File: src/rtl/ddr3_wb_arbiter.sv
// ddr3_wb_arbiter: two-master arbiter for the single pipelined Wishbone port
// of ddr3_top. A master owns the port for the whole of its cyc assertion.
// Acks are routed to the owner, and read data is broadcast to both masters.
// An outstanding-request counter stops the owner from exceeding the
// controller pipeline depth of 2**LGMAXOUT-1.
//
// Ports:
//   i_controller_clk, i_rst_n        clock and asynchronous active-low reset
//   i_m{0,1}_cyc/stb/we/addr/data/sel  master request side
//   o_m{0,1}_stall/ack/data            master response side
//   o_wb_cyc/stb/we/addr/data/sel      towards ddr3_top
//   i_wb_stall/ack/data                from ddr3_top
//   o_owner                            {valid, index} of the current owner
//
// Build option: ARB_FIXED_PRIORITY_EN makes m0 win every arbitration.
// When it is left undefined, arbitration is round-robin.
module ddr3_wb_arbiter #(
  parameter int unsigned ADDR_BITS = 24,
  parameter int unsigned DATA_BITS = 128,
  parameter int unsigned SEL_BITS  = DATA_BITS / 8,
  parameter int unsigned LGMAXOUT  = 4
) (
  input  logic                 i_controller_clk,
  input  logic                 i_rst_n,
  // master 0
  input  logic                 i_m0_cyc,
  input  logic                 i_m0_stb,
  input  logic                 i_m0_we,
  input  logic [ADDR_BITS-1:0] i_m0_addr,
  input  logic [DATA_BITS-1:0] i_m0_data,
  input  logic [SEL_BITS-1:0]  i_m0_sel,
  output logic                 o_m0_stall,
  output logic                 o_m0_ack,
  output logic [DATA_BITS-1:0] o_m0_data,
  // master 1
  input  logic                 i_m1_cyc,
  input  logic                 i_m1_stb,
  input  logic                 i_m1_we,
  input  logic [ADDR_BITS-1:0] i_m1_addr,
  input  logic [DATA_BITS-1:0] i_m1_data,
  input  logic [SEL_BITS-1:0]  i_m1_sel,
  output logic                 o_m1_stall,
  output logic                 o_m1_ack,
  output logic [DATA_BITS-1:0] o_m1_data,
  // slave (ddr3_top)
  output logic                 o_wb_cyc,
  output logic                 o_wb_stb,
  output logic                 o_wb_we,
  output logic [ADDR_BITS-1:0] o_wb_addr,
  output logic [DATA_BITS-1:0] o_wb_data,
  output logic [SEL_BITS-1:0]  o_wb_sel,
  input  logic                 i_wb_stall,
  input  logic                 i_wb_ack,
  input  logic [DATA_BITS-1:0] i_wb_data,
  output logic [1:0]           o_owner
);

  localparam int unsigned CNT_W = LGMAXOUT;
  localparam logic [CNT_W-1:0] CNT_MAX = '1;  // 2**LGMAXOUT-1

  typedef enum logic [1:0] {
    S_IDLE   = 2'd0,
    S_GRANT0 = 2'd1,
    S_GRANT1 = 2'd2
  } state_e;

  state_e           state_q, state_d;
  logic [CNT_W-1:0] outcnt_q, outcnt_d;
  logic             full_c;
  logic             cnt_nz_c;
  logic             own_cyc_c;
  logic             issue_c;
  logic             ack_cnt_c;

`ifndef ARB_FIXED_PRIORITY_EN
  // Index of the most recent owner; the other master wins the next tie.
  logic             last_q, last_d;
`endif

  assign full_c   = (outcnt_q == CNT_MAX);
  assign cnt_nz_c = (outcnt_q != '0);

  // Read data goes to both masters; only the owner receives an ack.
  assign o_m0_data = i_wb_data;
  assign o_m1_data = i_wb_data;

  // State, last-owner and outstanding counter registers.
  always_ff @(posedge i_controller_clk or negedge i_rst_n) begin
    if (!i_rst_n) begin
      state_q  <= S_IDLE;
      outcnt_q <= '0;
`ifndef ARB_FIXED_PRIORITY_EN
      last_q   <= 1'b1;
`endif
    end else begin
      state_q  <= state_d;
      outcnt_q <= outcnt_d;
`ifndef ARB_FIXED_PRIORITY_EN
      last_q   <= last_d;
`endif
    end
  end

  // Next-state, counter update and port mux.
  always_comb begin
    state_d    = state_q;
    outcnt_d   = outcnt_q;
`ifndef ARB_FIXED_PRIORITY_EN
    last_d     = last_q;
`endif
    o_wb_cyc   = 1'b0;
    o_wb_stb   = 1'b0;
    o_wb_we    = 1'b0;
    o_wb_addr  = '0;
    o_wb_data  = '0;
    o_wb_sel   = '0;
    o_m0_stall = 1'b1;
    o_m0_ack   = 1'b0;
    o_m1_stall = 1'b1;
    o_m1_ack   = 1'b0;
    o_owner    = 2'b00;
    own_cyc_c  = 1'b0;
    issue_c    = 1'b0;
    ack_cnt_c  = 1'b0;

    case (state_q)
      S_IDLE: begin
        outcnt_d = '0;
`ifdef ARB_FIXED_PRIORITY_EN
        if (i_m0_cyc) begin
          state_d = S_GRANT0;
        end else if (i_m1_cyc) begin
          state_d = S_GRANT1;
        end
`else
        if (i_m0_cyc && i_m1_cyc) begin
          state_d = last_q ? S_GRANT0 : S_GRANT1;
          last_d  = ~last_q;
        end else if (i_m0_cyc) begin
          state_d = S_GRANT0;
          last_d  = 1'b0;
        end else if (i_m1_cyc) begin
          state_d = S_GRANT1;
          last_d  = 1'b1;
        end
`endif
      end

      S_GRANT0: begin
        own_cyc_c  = i_m0_cyc;
        o_owner    = 2'b10;
        o_wb_cyc   = i_m0_cyc;
        o_wb_stb   = i_m0_cyc & i_m0_stb & ~full_c;
        o_wb_we    = i_m0_we;
        o_wb_addr  = i_m0_addr;
        o_wb_data  = i_m0_data;
        o_wb_sel   = i_m0_sel;
        o_m0_stall = i_wb_stall | full_c;
        o_m0_ack   = i_wb_ack & cnt_nz_c;
        ack_cnt_c  = i_wb_ack & cnt_nz_c;
      end

      S_GRANT1: begin
        own_cyc_c  = i_m1_cyc;
        o_owner    = 2'b11;
        o_wb_cyc   = i_m1_cyc;
        o_wb_stb   = i_m1_cyc & i_m1_stb & ~full_c;
        o_wb_we    = i_m1_we;
        o_wb_addr  = i_m1_addr;
        o_wb_data  = i_m1_data;
        o_wb_sel   = i_m1_sel;
        o_m1_stall = i_wb_stall | full_c;
        o_m1_ack   = i_wb_ack & cnt_nz_c;
        ack_cnt_c  = i_wb_ack & cnt_nz_c;
      end

      default: begin
        state_d  = S_IDLE;
        outcnt_d = '0;
      end
    endcase

    issue_c = o_wb_stb & ~i_wb_stall;

    // The owner dropping cyc aborts the cycle. Acks that are still in
    // flight are forgotten, and the port always idles one clock.
    if (state_q == S_GRANT0 || state_q == S_GRANT1) begin
      if (!own_cyc_c) begin
        state_d  = S_IDLE;
        outcnt_d = '0;
      end else if (issue_c && !ack_cnt_c) begin
        outcnt_d = outcnt_q + CNT_W'(1);
      end else if (!issue_c && ack_cnt_c) begin
        outcnt_d = outcnt_q - CNT_W'(1);
      end
    end
  end

endmodule
File: config.mk
export PLATFORM = sky130hd
export DESIGN_NAME = ddr3_wb_arbiter
export DESIGN_NICKNAME = d
export VERILOG_FILES = /design/src/rtl/ddr3_wb_arbiter.sv
export SDC_FILE = /design/constraint.sdc
export NUM_CORES = 1
export LEC_CHECK = 0
export CAP_MARGIN = 20
export CORE_AREA = 2 2 357 359
export DETAILED_ROUTE_END_ITERATION = 12
export DIE_AREA = 0 0 359 361
export PLACE_DENSITY = 0.32
export SYNTH_ARGS = -nofsm -noshare
export SYNTH_HDL_FRONTEND = slang
export SYNTH_SLANG_ARGS = --single-unit
File: constraint.sdc
create_clock -name i_controller_clk -period 2.6 [get_ports i_controller_clk]
set_input_delay 0.26 -clock i_controller_clk [delete_from_list [all_inputs] [get_ports i_controller_clk]]
set_output_delay 0.26 -clock i_controller_clk [all_outputs]
set_load 0.01 [all_outputs]
==> impl_results.md <==
* Worst EP arrival at between 2000 and 2500 ps
* Clock tree from TritonCTS: done
* Core area at roughly 130000 um^2
* Sw Share at between 50% and 60%
* Worst Clk Skew at approximately 3.4 ps
* Vias in the first global route at 6811
* Routed wl met3 at between 8000 and 9000 um
* CTS max path bufs at 2
* Yosys cell types at 36
* Pwr per Cell Area at between 800 and 900 nW/um^2
* Mapped Cells at approximately 730
* Initial DRC Count at 300
* DRT Wirelength at roughly 63000 um
* P&R area growth vs syn at 128%
* DR WL/cell at roughly 24 um
* # Max-Cap Violations at 0
* Crit. End Element: primary output
* Startpoint Class: flip-flop
* Delay-heaviest family, CP: buffers and inverters
* Main flop type after synthesis: dfrtp_1
* Count leader, synth: buf_4
* Post-Synth XOR/XNOR Area at less than 1%
* Top layer in use: met5
* Clock power share at around 2.7%
* Setup Crit Path Kind: flip-flop to primary output
* First-pass GRT wire length at between 70000 and 80000 um
* Hold_ws at 326 ps
* Initial antenna violation count at 21
* Port Buffers at around 520
* Via density at roughly 2.4
* Area contributors post-synth: buf_4, a22oi_1, nor2b_1
* Mux share of post-synthesis cell area at 0.387%
* Least-Margin Pin Slew at 803 ps
* Synth area leader: buf_4
* H-tree levels at 1
* Clock Latency Late Sink at about 230 ps
* Post-layout min period at roughly 2600 ps
* Leak at between 3 and 4 nW
* Met2 WL at approximately 28000 um
* TritonCTS Sinks at 7
* Critical Path Max Stage Delay at 640 ps
* Final Util at a little under a tenth
* Simple-gate share of the synthesized area at around a quarter
* Worst path most repeated cell: buf_16
* Die area at around 130000 um^2
* Final Hold Viols at 0
* CP max-delay cell: a22oi_2
* Clock Pin Slew Worst Setup and Hold Paths at roughly 40 ps
* Final Setup Violations at 3
* Num CTS Buffers at 3
* Placer congestion estimate at 0.787
* DPL Wire Length at around 55000 um
* Compound-Gate Fraction of Synth Area at between 20% and 30%
* Yosys top cell area share at between 30% and 40%
* Ys async rst share at 100%
* Tot GR Track Use at under 10%
* Buffers & Inverters on Critical Path at 4
* Remaining Overflow, GRT at 0
* TNS Setup at -20.2 ps
* Synth Area in Adders at about 1.4%
* Failing checks: setup timing
* Nets at 1455
* Sequential element share of the synthesized area at about 3.4%
* Max_slew headroom at 46.4%
* Cell Area, Synth at 5180 um^2
* Row cnt at 130
* Die Span Y at between 300 and 400 um
* Mapped Nets at ~1200
* Share of cells above drive strength 1 at between 10% and 20%
* Initial Util at 4.13%
* Psw at slightly below 0.005 W
* Syn avg cell area at around 7 um^2
* Chip Width at ~360 um
* CP required at approximately 2300 ps
* Drt pass-1 iters at 6
* Routed via count at 6383
* Cell Int Power at around 0.0047 W
* Tightest Hold Check Type: input pin to asynchronous set/reset pin
* Outcome: complete, but fails checks
* Logic pwr share at 95.5%
* Critical path peak fanout at 34
* Warnings, synthesis at 0
* RSZ-0062 raised after global routing: true
* Highest clock rate at between 0.3 and 0.4 GHz
* Largest net degree at the start of global routing at 70
* Main combinational cell family by area after synthesis: buffers and inverters
* Yosys reg bits at 7
* Peak supply drop at between 0.6 and 0.7 mV
* Hold buffer count at cts at 0
* I/O pins at just over 900
* PnR worst setup slack at -17.2 ps
* Fin. max-slew vios at 0
* Worst path cell trace: inv_2 > ha_4 > buf_16 > buf_16 > a22oi_2 > nor2b_2 > buf_12
* DRC Markers at 0
* Root Driver: clkbuf_16
* Part of the cycle the worst path needs at 101%
* Sequential share of power at around 1.8%
* Post-synth EDFFs at 0
* Top post-synthesis cells by count: buf_4, a22oi_1, nor2b_1, clkbuf_1, buf_2
* Post-DRT Antenna Nets at 0
* M1 WL at 26400 um
## state kept, by name, summed over array words and instances, names as in the netlist
signal	count
outcnt_q	4
last_q	1
state_q	2
## per-stage QoR
step / power, W / setup slack, ps / area, um^2 / cells
after floorplan: 0.00366 / 710 / 5180 / 727
after global placement: 0.00858 / -580 / 11100 / 2605
after detailed placement: 0.00868 / -457 / 11100 / 2606
after CTS: 0.00974 / -142 / 11600 / 2617
after global routing: 0.0103 / -54.9 / 11800 / 2624
final: 0.00963 / -17.2 / 11800 / 2627
## routing by layer
metal | global-route usage [%] | vias up
li1 | - | 2758
met2 | 14.1 | 550
met3 | 4.87 | 87
met1 | 11.2 | 2966
met5 | 0 | -
met4 | 1.01 | 22
## final timing paths
check | cells after the start | startpoint | slack (ps) | end
min reg2reg | 2 | last_q$_DFFE_PN1P_ | 540 | last_q$_DFFE_PN1P_
min | 1 | i_rst_n | 330 | state_q[1]$_DFF_PN0_
min in group i_controller_clk | 0 | i_wb_data[25] | 520 | o_m0_data[25]
max | 7 | state_q[1]$_DFF_PN0_ | -20 | o_wb_data[124]
max in group asynchronous | 1 | i_rst_n | 1960 | last_q$_DFFE_PN1P_
max reg2reg | 9 | state_q[0]$_DFF_PN0_ | 330 | outcnt_q[1]$_DFF_PN0_
## cells by family after synthesis
logic type | after synthesis
buf+inv | 321
flops | 7
xor+xnor | 2
fa+ha+maj | 6
mux | 2
compound gates | 190
simple gates | 199
## power by group through the flow
stage	logic [W]	registers, W	clock network [W]
5_1_grt	0.00983	0.000172	0.000272
3_3_place_gp	0.00841	0.000164	0
6_report	0.00920	0.000169	0.000262
2_1_floorplan	0.00351	0.000152	0
3_5_place_dp	0.00851	0.000165	0
4_1_cts	0.00930	0.000168	0.000267
## layout make-up
class / count / area [um^2]
Fill cell: 14600 / 114000
Antenna cell: 3 / 7.51
Clock buffer: 4 / 78.8
Tap cell: 1650 / 2060
Sequential cell: 7 / 178
Timing Repair Buffer: 558 / 6370
Inverter: 6 / 25.0
Multi-Input combinational cell: 399 / 3080
## placed cells by master, fill, tap and decap left out, types with 3 or more instances in the layout
cell and instances:
buf_4 42, nand3_1 4, a21oi_1 6, clkdlybuf4s50_1 427
dfrtp_1 5, diode_2 3, buf_12 61, nand2_1 8
nor3_1 6, dlygate4sd2_1 3, buf_16 8, ha_4 3
a22oi_2 41, clkbuf_16 8, inv_1 4, a22oi_1 129
dlymetal6s2s_1 8, nor2b_1 155, o21a_1 4, nor2b_2 15
ha_1 3
## repair_timing
action,CTS,global route
gates resized for setup,65,20
setup buffers,2,2
endpoints found under the setup margin,77,71
pin swaps,9,6
cloned,5,5
## worst reg2reg max path: cells and delay by family (launching register included)
family	cells	cell delay, ps
and+or+nand+nor	1	200
muxes	1	220
AOI/OAI and AO/OA	2	420
DFF	1	430
adders and majority gates	1	190
buffers and inverters	4	690
(Power assumes the default switching activity.)
